## config.mk

```make
export PLATFORM = sky130hd
export DESIGN_NAME = xor16_descrambler
export DESIGN_NICKNAME = d
export VERILOG_FILES = /design/src/rtl/xor16_descrambler.sv
export SDC_FILE = /design/constraint.sdc
export NUM_CORES = 1
export LEC_CHECK = 0
export BUFFER_PORTS_ARGS = -buffer_cell sky130_fd_sc_hd__buf_2
export CORE_MARGIN = 2
export CORE_UTILIZATION = 51
export CTS_CLUSTER_DIAMETER = 30
export CTS_CLUSTER_SIZE = 12
export DETAILED_ROUTE_END_ITERATION = 8
export PLACE_DENSITY = 0.78
export SETUP_SLACK_MARGIN = 0.2
export SYNTH_ARGS = -nofsm -noshare
export SYNTH_HDL_FRONTEND = slang
export SYNTH_SLANG_ARGS = --single-unit
```

## constraint.sdc

```tcl
create_clock -name clk -period 2.9 [get_ports clk]
set_input_delay 0.58 -clock clk [delete_from_list [all_inputs] [get_ports clk]]
set_output_delay 0.58 -clock clk [all_outputs]
set_load 0.02 [all_outputs]
```

## src/rtl/xor16_descrambler.sv

```systemverilog
// Receive-side XOR16 descrambler: XORs each accepted word with a 16-bit LFSR keystream word
// and presents the result through a single-entry valid/ready output register.
module xor16_descrambler #(
   parameter logic [15:0] SEED  = 16'hACE1,
   parameter int unsigned CNT_W = 16
) (
   input  logic             clk,
   input  logic             rst,
   input  logic             seed_load,
   input  logic [15:0]      seed_in,
   input  logic             in_valid,
   output logic             in_ready,
   input  logic [15:0]      in_data,
   output logic             out_valid,
   input  logic             out_ready,
   output logic [15:0]      out_data,
   output logic [CNT_W-1:0] word_cnt
);

   localparam int unsigned DATA_W = 16;

   // Sixteen serial Fibonacci steps (x^16+x^14+x^13+x^11+1) unrolled into one clock.
   function automatic logic [DATA_W-1:0] step16(input logic [DATA_W-1:0] s);
      logic [DATA_W-1:0] v;
      v = s;
      for (int i = 0; i < 16; i++) begin
         v = {v[14:0], v[15] ^ v[13] ^ v[12] ^ v[10]};
      end
      return v;
   endfunction

   logic [DATA_W-1:0] r_lfsr;
   logic [DATA_W-1:0] r_out_data;
   logic              r_out_valid;
   logic [CNT_W-1:0]  r_word_cnt;

   logic              w_accept;
   logic [DATA_W-1:0] w_lfsr_next;
   logic [DATA_W-1:0] w_seed;

   // Output slot is free when empty or being drained this cycle.
   assign in_ready    = !rst && !seed_load && (!r_out_valid || out_ready);
   assign w_accept    = in_valid && in_ready;
   assign w_lfsr_next = step16(r_lfsr);
   // A zero seed would lock the LFSR up, so it falls back to SEED.
   assign w_seed      = (seed_in == '0) ? SEED : seed_in;

   always_ff @(posedge clk) begin
      if (rst) begin
         r_lfsr      <= SEED;
         r_out_valid <= 1'b0;
         r_out_data  <= '0;
         r_word_cnt  <= '0;
      end else if (seed_load) begin
         r_lfsr      <= w_seed;
         r_out_valid <= 1'b0;
         r_word_cnt  <= '0;
      end else if (w_accept) begin
         r_out_data  <= in_data ^ r_lfsr;
         r_out_valid <= 1'b1;
         r_lfsr      <= w_lfsr_next;
         r_word_cnt  <= r_word_cnt + CNT_W'(1);
      end else if (out_ready) begin
         r_out_valid <= 1'b0;
      end
   end

   assign out_valid = r_out_valid;
   assign out_data  = r_out_data;
   assign word_cnt  = r_word_cnt;

endmodule

```

# Yosys cells after proc, flatten, opt, wreduce, memory -nomap -nowiden
# Index checks and enable logic that the tools add are counted.
# totals
register_bits	49
inputBits	37
out_inout_bits	34
word_cells	72
# op_classes
add_sub_neg	1
n_mux	5
n_bitwise	50
n_reduce_logical	12
# ops
operator	count
$mux W16	3
$xor A1 B1 Y1	48
$add A16 B1 Y16 const B	1
$logic_not A16 Y1	1
$xor A16 B16 Y16	1
$reduce_bool A2 Y1	2
$logic_and A1 B1 Y1	3
$logic_not A1 Y1	3
$mux W1	2
$reduce_and A2 Y1	1
$reduce_or A2 Y1	1
$logic_or A1 B1 Y1	1
$not A1 Y1	1

# Depth between registers and ports, before layout
# Gate-level depths: netlist (run 1).
# logic_depth
ltp_word	8
mapped_depth	8
mapped_depth_nobuf	5

# Worst setup path before layout (run 1)
# OpenSTA, ideal clock, no wires.
# synth_path
kind	input port to output port
startpoint	input port rst
endpoint	output port in_ready
arrival_ns	1.601
t_required_ns	2.320
slack_ns	0.719
cell_stages	5
n_path_buf	3
cell_sequence	buf_4 or2_1 buf_2 buf_1 nor2_1
# synth_via
elab_chain_cells	3
# synth_lines
item	line_no	rtl
start: declaration	8	input logic rst,
$logic_not A1 Y1	42	assign in_ready = !rst && !seed_load && (!r_out_valid || out_ready);
$logic_and A1 B1 Y1 (2 in a row)	42	
end: declaration	12	output logic in_ready,
# Every way passes these cells.

# Final worst setup path (run 1)
# layout_path
startpoint	input port seed_load
endpoint	output port in_ready
# layout_via
elab_chain_cells	3
# layout_lines
item	line_no	rtl
start: declaration	9	input logic seed_load,
$logic_not A1 Y1	42	
$logic_and A1 B1 Y1 (2 in a row)	42	
# Every way passes these cells.

==> results of run 1 <==
cell usage after synthesis, drive strengths merged:
cell type / n / share of area, %
dfxtp: 49 / 37
xnor2: 49 / 17
nor2: 38 / 5.4
a211oi: 18 / 5.1
buf: 17 / 4.7
xor2: 16 / 5.6
a21oi: 15 / 2.9
o21ai: 14 / 2.7
nand2: 12 / 1.7
clkbuf: 8 / 1.1
o22ai: 8 / 1.9
nand4: 6 / 1.4
and3: 5 / 1.2
nor3: 5 / 1.4
or3: 5 / 1.2
nor4: 4 / 0.95
and2: 3 / 0.71
and4: 3 / 1.1
inv: 3 / 0.43
a222oi: 2 / 0.76
nand3: 2 / 0.38
or2: 2 / 0.48
a211o: 1 / 0.33
a221oi: 1 / 0.33
a22o: 1 / 0.33
a22oi: 1 / 0.29
a31oi: 1 / 0.24
a41o: 1 / 0.38
dlygate4sd1: 1 / 0.33
ha: 1 / 0.47
nand2b: 1 / 0.24
nor2b: 1 / 0.24
nor3b: 1 / 0.71
o31a: 1 / 0.33
xnor3: 1 / 0.90
per-stage QoR:
stage	area [um2]	cells	setup slack, ns	utilization, %	power, W
floorplan	2634	297	0.7191	-	0.001124
global placement	2960	416	0.7114	58.71	0.001200
detailed placement	2960	416	0.6968	58.71	0.001207
CTS	3047	424	0.7391	60.42	0.001605
global route	3047	424	0.6582	60.42	0.001680
finish	3047	424	0.7364	60.42	0.001594
power by group:
group / switching (W) / total [W] / internal, W
logic: 0.000205 / 0.000426 / 0.000220
registers: 0.0000608 / 0.000771 / 0.000710
clock network: 0.000231 / 0.000397 / 0.000167
routing by layer:
layer	up-vias	global-route usage (%)	routed length [um]	share of wire (%)
li1	1141	-	-	-
met4	0	6.823	62	1.1
met2	61	35.34	2807	48
met3	5	4.894	303	5.1
met5	-	0	0	0
met1	1020	27.94	2720	46
worst register-to-register path, delay by kind of cell, from the launching register on:
family | cells | cell delay, ns
AOI/OAI and AO/OA | 1 | 0.32
xor gates and xnor gates | 3 | 0.91
DFF | 1 | 0.39
and+or+nand+nor | 1 | 0.06
area by class of cell:
| class | count | area (um2) |
|---|---|---|
| multi-input cells | 219 | 1480 |
| clock buffers | 5 | 68.82 |
| fillers | 456 | 1996 |
| well taps | 70 | 87.58 |
| flip-flops and latches | 49 | 980.9 |
| repair buffers | 75 | 400.4 |
| clock inverters | 3 | 17.52 |
| inverters | 3 | 11.26 |
how the worst max path moves through the flow:
stage                          from        end  slack, ns
final                     seed_load   in_ready       0.74
after global placement          rst  r_lfsr[2]       0.71
after floorplan                 rst   in_ready       0.72
after global routing      seed_load   in_ready       0.66
after CTS                 seed_load   in_ready       0.74
after detailed placement        rst  r_lfsr[2]       0.70
kinds of logic after synthesis:
| kind of cell | after synthesis | synth area share, % |
|---|---|---|
| XOR/XNOR | 66 | 23.09 |
| adder cells (fa/ha/maj) | 1 | 0.4750 |
| AND/OR/NAND/NOR | 88 | 17.10 |
| AO/OA/AOI/OAI | 64 | 15.53 |
| flip-flops | 49 | 37.24 |
| buffers and inverters | 29 | 6.556 |
state kept, by name, indices dropped and copies added (netlist names):
register	count
out_data	16
r_lfsr	16
word_cnt	16
out_valid	1
==> run_results.csv, run 1 <==
group,metric,value,unit
finish,layout.nets,391,
sta,finClkSkew,0.004013,ns
critical_path,startpoint_type,"input port",
route,ant_nets,0,
synth,yosys.cell_types.count,44,
clocking,clk_latency,0.31,ns
global_routing,grt_max_degree,28,
clocking,cts.clk_slew.worst_paths,0.09,ns
sta,relSlewSlack,72.18,%
route,num_vias,2227,
worst_hold_path,hold_depth,2,
sta,post-route-period-util,74.61,%
finish,final_layout_size_suffix_gt1_share,25.42,%
synth,yosysWarnings,0,
critical_path,slowest_delay,0.31,ns
sta,rsz0062_at_grt,"false",
finish,mostFrequentLayoutCells,"70 x buf_2, 49 x dfxtp_1, 48 x xnor2_1",
clocking,cts_resized,0,
route,drtIter0Drc,107,
global_routing,grt_pass1_vias,2047,
route,route.detailed.drc,0,
clocking,numCtsBuffers,5,
sta,fin_hold_ws,0.4845,ns
critical_path,end_kind,"output port",
route,wl_per_cell,13.90,um
floorplan,fp-row-count,26,
pwr,leakage,1.212,nW
sta,tightest_slew,0.4160,ns
finish,n_antenna_cell,0,
floorplan,core,5042,um2
synth,syn-num-nets,335,
sta,report.final.hold_viol_count,0,
placement,port-buffer-count,70,
critical_path,r2r_cells,5,
worst_hold_path,hp-class,"reg -> reg",
critical_path,critPathBufInv,3,
critical_path,cp_common_cell,"buf_2",
floorplan,fp.dieH,75.86,um
critical_path,cp.required,2.32,ns
synth,syn_inst,297,
run,max-cap-violations,0,
critical_path,cp.depth,5,
sta,tns,0,ns
sta,timing.fmax,462.2,MHz
critical_path,worstPathArrival,1.58,ns
placement,dp_hpwl,4481,um
clocking,cts_max_level,2,
pwr,power_density,523.2,nW/um2
global_routing,grt_pass1_wl,9411,um
sta,setup_viol_count_final,0,
critical_path,cpMaxStageDelayCell,"or2_1",
floorplan,io_pins,71,
clocking,tritoncts,"yes",
worst_hold_path,worstHoldStart,"word_cnt[15]",
synth,syn-cell-area,2634,um2
placement,place.gp.congestion,0.9220,
pwr,vdd_ir_drop_max,266.0,uV
critical_path,reg2reg_from,"r_lfsr[11]",
critical_path,cp_cell_sequence,"buf_2 -> or2_1 -> buf_4 -> nor2_1 -> buf_2",
clocking,cts_buffer_depth,2,
critical_path,worst-path-max-fanout,18,
clocking,postCtsSetupBuffers,0,
clocking,cts-root-buf,"clkbuf_8",
clocking,cts.sinks,49,
route,routed_wl,5893,um
critical_path,rr_endpoint,"r_lfsr[3]",
synth,ys_seq_area_share,37.24,%
floorplan,start_util,52.23,%
sta,period_needed,2.164,ns
global_routing,grt_use_total,21.47,%
finish,syn_to_final_growth,15.68,%
floorplan,floorplan.die_area,5755,um2
clocking,cts_hold_buffers,0,
critical_path,r2r_slack,1.11,ns
floorplan,die_x,75.86,um
global_routing,grt_antenna_before_repair,0,
global_routing,globalRoute.totalOverflow,0,
route,detail_route.first_pass.iterations,4,
critical_path,worstSetupPathType,"in -> out",
sta,maxSlewViolCount,0,
synth,ys_seq_elements,49,
critical_path,path_delay_family,"buffers and inverters",
outcome,status,"finished clean",
worst_hold_path,holdPathEnd,"word_cnt[15]",
finish,final_common_cell,"buf_2",
synth,syn_area_per_cell,8.868,um2
route,vias_per_cell,5.252,
Power figures use the tool's default switching activity.
==> run 2, diff against run 1 <==
--- a/config.mk
+++ b/config.mk
@@ -5,13 +5,14 @@
 export SDC_FILE = /design/constraint.sdc
 export NUM_CORES = 1
 export LEC_CHECK = 0
+export ABC_AREA = 1
 export BUFFER_PORTS_ARGS = -buffer_cell sky130_fd_sc_hd__buf_2
 export CORE_MARGIN = 2
 export CORE_UTILIZATION = 51
 export CTS_CLUSTER_DIAMETER = 30
 export CTS_CLUSTER_SIZE = 12
 export DETAILED_ROUTE_END_ITERATION = 8
-export PLACE_DENSITY = 0.78
+export PLACE_DENSITY = 0.77
 export SETUP_SLACK_MARGIN = 0.2
 export SYNTH_ARGS = -nofsm -noshare
 export SYNTH_HDL_FRONTEND = slang
==> constraint.sdc (replaced) <==
create_clock -name clk -period 2.2 [get_ports clk]
set_input_delay 0.44 -clock clk [delete_from_list [all_inputs] [get_ports clk]]
set_output_delay 0.44 -clock clk [all_outputs]
set_load 0.02 [all_outputs]
==> run 2 against run 1 <==
Effect of this change: largest power group unchanged; non-clock buffer count is 2 higher; die area is 5.0% higher; register-to-register slack worse by 0.52 ns.
==> run_results.csv, run 2 <==
group,metric,value,unit
outcome,status,"finished clean",
floorplan,start_util,53.58,%
clocking,cts_buffer_depth,2,
sta,period_needed,1.609,ns
global_routing,grt_pass1_wl,11740,um
critical_path,cp.required,2.40,ns
clocking,cts.sinks,49,
synth,syn-cell-area,2771,um2
global_routing,grt_use_total,24.08,%
pwr,pwr-share-comb,24.5,%
sta,post-route-period-util,73.13,%
floorplan,die_x,77.72,um
synth,ys_seq_elements,49,
placement,port-buffer-count,70,
floorplan,fp-row-count,26,
pwr,total_power,0.002198,W
global_routing,grt_pass1_vias,2603,
sta,setup_viol_count_final,0,
critical_path,worst-path-max-fanout,7,
critical_path,critPathBufInv,1,
finish,final_layout_size_suffix_gt1_share,19.75,%
route,vias_per_cell,5.102,
pwr,vdd_ir_drop_max,618.0,uV
route,route.detailed.drc,0,
route,drtIter0Drc,162,
clocking,clk_latency,0.30,ns
sta,timing.fmax,621.5,MHz
critical_path,worstPathArrival,1.81,ns
synth,yosysMostFrequentCell,"nand2_1",
critical_path,path_delay_family,"simple AND/OR/NAND/NOR gates",
sta,tightest_slew,0.3563,ns
synth,synth_edf_count,0,
finish,instances_no_fill,541,
worst_hold_path,hp-class,"in -> reg",
critical_path,startpoint_type,"flop",
clocking,cts-root-buf,"clkbuf_8",
clocking,postCtsSetupBuffers,0,
critical_path,slowest_delay,0.52,ns
synth,yosysWarnings,0,
synth,syn-num-nets,441,
critical_path,worstSetupPathType,"reg -> reg",
placement,dp_hpwl,5209,um
finish,syn_to_final_growth,18.78,%
critical_path,cpMaxStageDelayCell,"dfxtp_1",
sta,report.final.hold_viol_count,0,
run,max-cap-violations,0,
synth,yosys.area.top_type_share,35.40,%
synth,synthFlopType,"dfxtp_1",
critical_path,end_kind,"flop",
synth,yosys.cell_types.count,30,
clocking,cts.clk_slew.worst_paths,0.09,ns
sta,finClkSkew,0.006093,ns
sta,maxSlewViolCount,0,
clocking,cts_max_level,2,
route,wl_per_cell,12.48,um
finish,layout.nets,508,
synth,synth-async-reset-ratio,0,%
floorplan,core,5172,um2
clocking,cts_resized,0,
floorplan,io_pins,71,
pwr,intPower,0.001518,W
route,ant_nets,0,
finish,fin_util,63.64,%
placement,placedCellCount,533,
global_routing,globalRoute.totalOverflow,0,
critical_path,cp_common_cell,"nand2_1",
placement,place.gp.congestion,0.9282,
pwr,p_sw,0.0006804,W
synth,syn_inst,403,
global_routing,grt_max_degree,40,
placement,place_area,3176,um2
floorplan,fp.dieH,77.72,um
pwr,power_density,667.8,nW/um2
clocking,tritoncts,"yes",
clocking,numCtsBuffers,5,
route,num_vias,2760,
finish,mostFrequentLayoutCells,"100 x nand2_1, 70 x buf_2, 49 x inv_1, 49 x dfxtp_1, 38 x a21oi_1",
finish,final_common_cell,"nand2_1",
pwr,leakage,1.615,nW
critical_path,cp_cell_sequence,"inv_1 -> nand2_1 -> nand2_1 -> nand2_1 -> nand2_1 -> nand2_1 -> nand2_1 -> nand3_1 -> nand2_1 -> nand2_1 -> nand2_1 -> nand2_1 -> nand2_1",
route,detail_route.first_pass.iterations,4,
synth,synth_common_cells,"100 x nand2_1, 49 x dfxtp_1, 49 x inv_1, 38 x a21oi_1, 33 x o21ai_0",
sta,rsz0062_at_grt,"false",
pwr,power_frac_seq,45.3,%
pwr,swShare,30.95,%
route,routed_wl,6750,um
synth,synth_area_leaders,"dfxtp_1 35%, nand2_1 14%, xnor2_1 8.8%",
sta,relSlewSlack,76.25,%
finish,n_antenna_cell,0,
sta,tns,0,ns
finish,fin_area,3292,um2
synth,synth_top_area_cell,"dfxtp_1",
synth,ys_seq_area_share,35.40,%
pwr,clock_power_share,30.2,%
floorplan,floorplan.die_area,6040,um2
clocking,cts_hold_buffers,0,
global_routing,grt_antenna_before_repair,0,
synth,syn_area_per_cell,6.877,um2
-- run 2: worst register-to-register path, stage by stage (launching register included) --
cell and delay (ns):
dfxtp_1 0.52, inv_1 0.10, nand2_1 0.07, nand2_1 0.09
nand2_1 0.11, nand2_1 0.12, nand2_1 0.08, nand2_1 0.08
nand3_1 0.07, nand2_1 0.05, nand2_1 0.06, nand2_1 0.05
nand2_1 0.05, nand2_1 0.05
-- run 2: kinds of logic after synthesis --
family | share of synthesized area, %
flip-flops | 35.40
adder cells (fa/ha/maj) | 0.4514
AO/OA/AOI/OAI | 16.79
buffers and inverters | 10.16
XOR/XNOR | 11.06
AND/OR/NAND/NOR | 26.14
-- run 2: routing by layer --
metal  global-route usage (%)  vias up  wire (um)
met4                    11.07        0        194
met3                    4.302       17        326
met2                    37.24       76       3133
met1                    32.56     1232       3096
li1                         -     1435          -
met5                        0        -          0
-- run 2: path summary, 6_finish.rpt --
path / from / end / slack, ns / cells past startpoint
setup / recovery: r_lfsr[9] / r_lfsr[0] / 0.59 / 13
hold / removal: rst / r_lfsr[3] / 0.39 / 2
hold reg to reg: word_cnt[9] / word_cnt[9] / 0.52 / 2
setup reg to reg: r_lfsr[9] / r_lfsr[0] / 0.59 / 13
-- run 2: through the flow --
step	hold WS, ns	worst slack (ns)
detailed placement	0.4933	0.4075
floorplan	0.5091	0.6179
global route	0.3906	0.3233
global placement	0.4929	0.4355
CTS	0.3886	0.5956
finish	0.3930	0.5911
-- run 2: power by group through the flow --
stage	logic [W]	registers (W)	clock network [W]
finish	0.000539	0.000995	0.000664
global route	0.000620	0.00100	0.000717
floorplan	0.000402	0.00100	0
detailed placement	0.000532	0.00102	0
CTS	0.000538	0.000996	0.000679
global placement	0.000524	0.00102	0
-- run 2: cell type report --
class / count / area (um2)
multi-input cells: 285 / 1509
clock buffers: 7 / 86.33
well taps: 70 / 87.58
inverters: 52 / 195.2
clock inverters: 1 / 30.03
fillers: 470 / 1881
repair buffers: 77 / 402.9
flip-flops and latches: 49 / 980.9
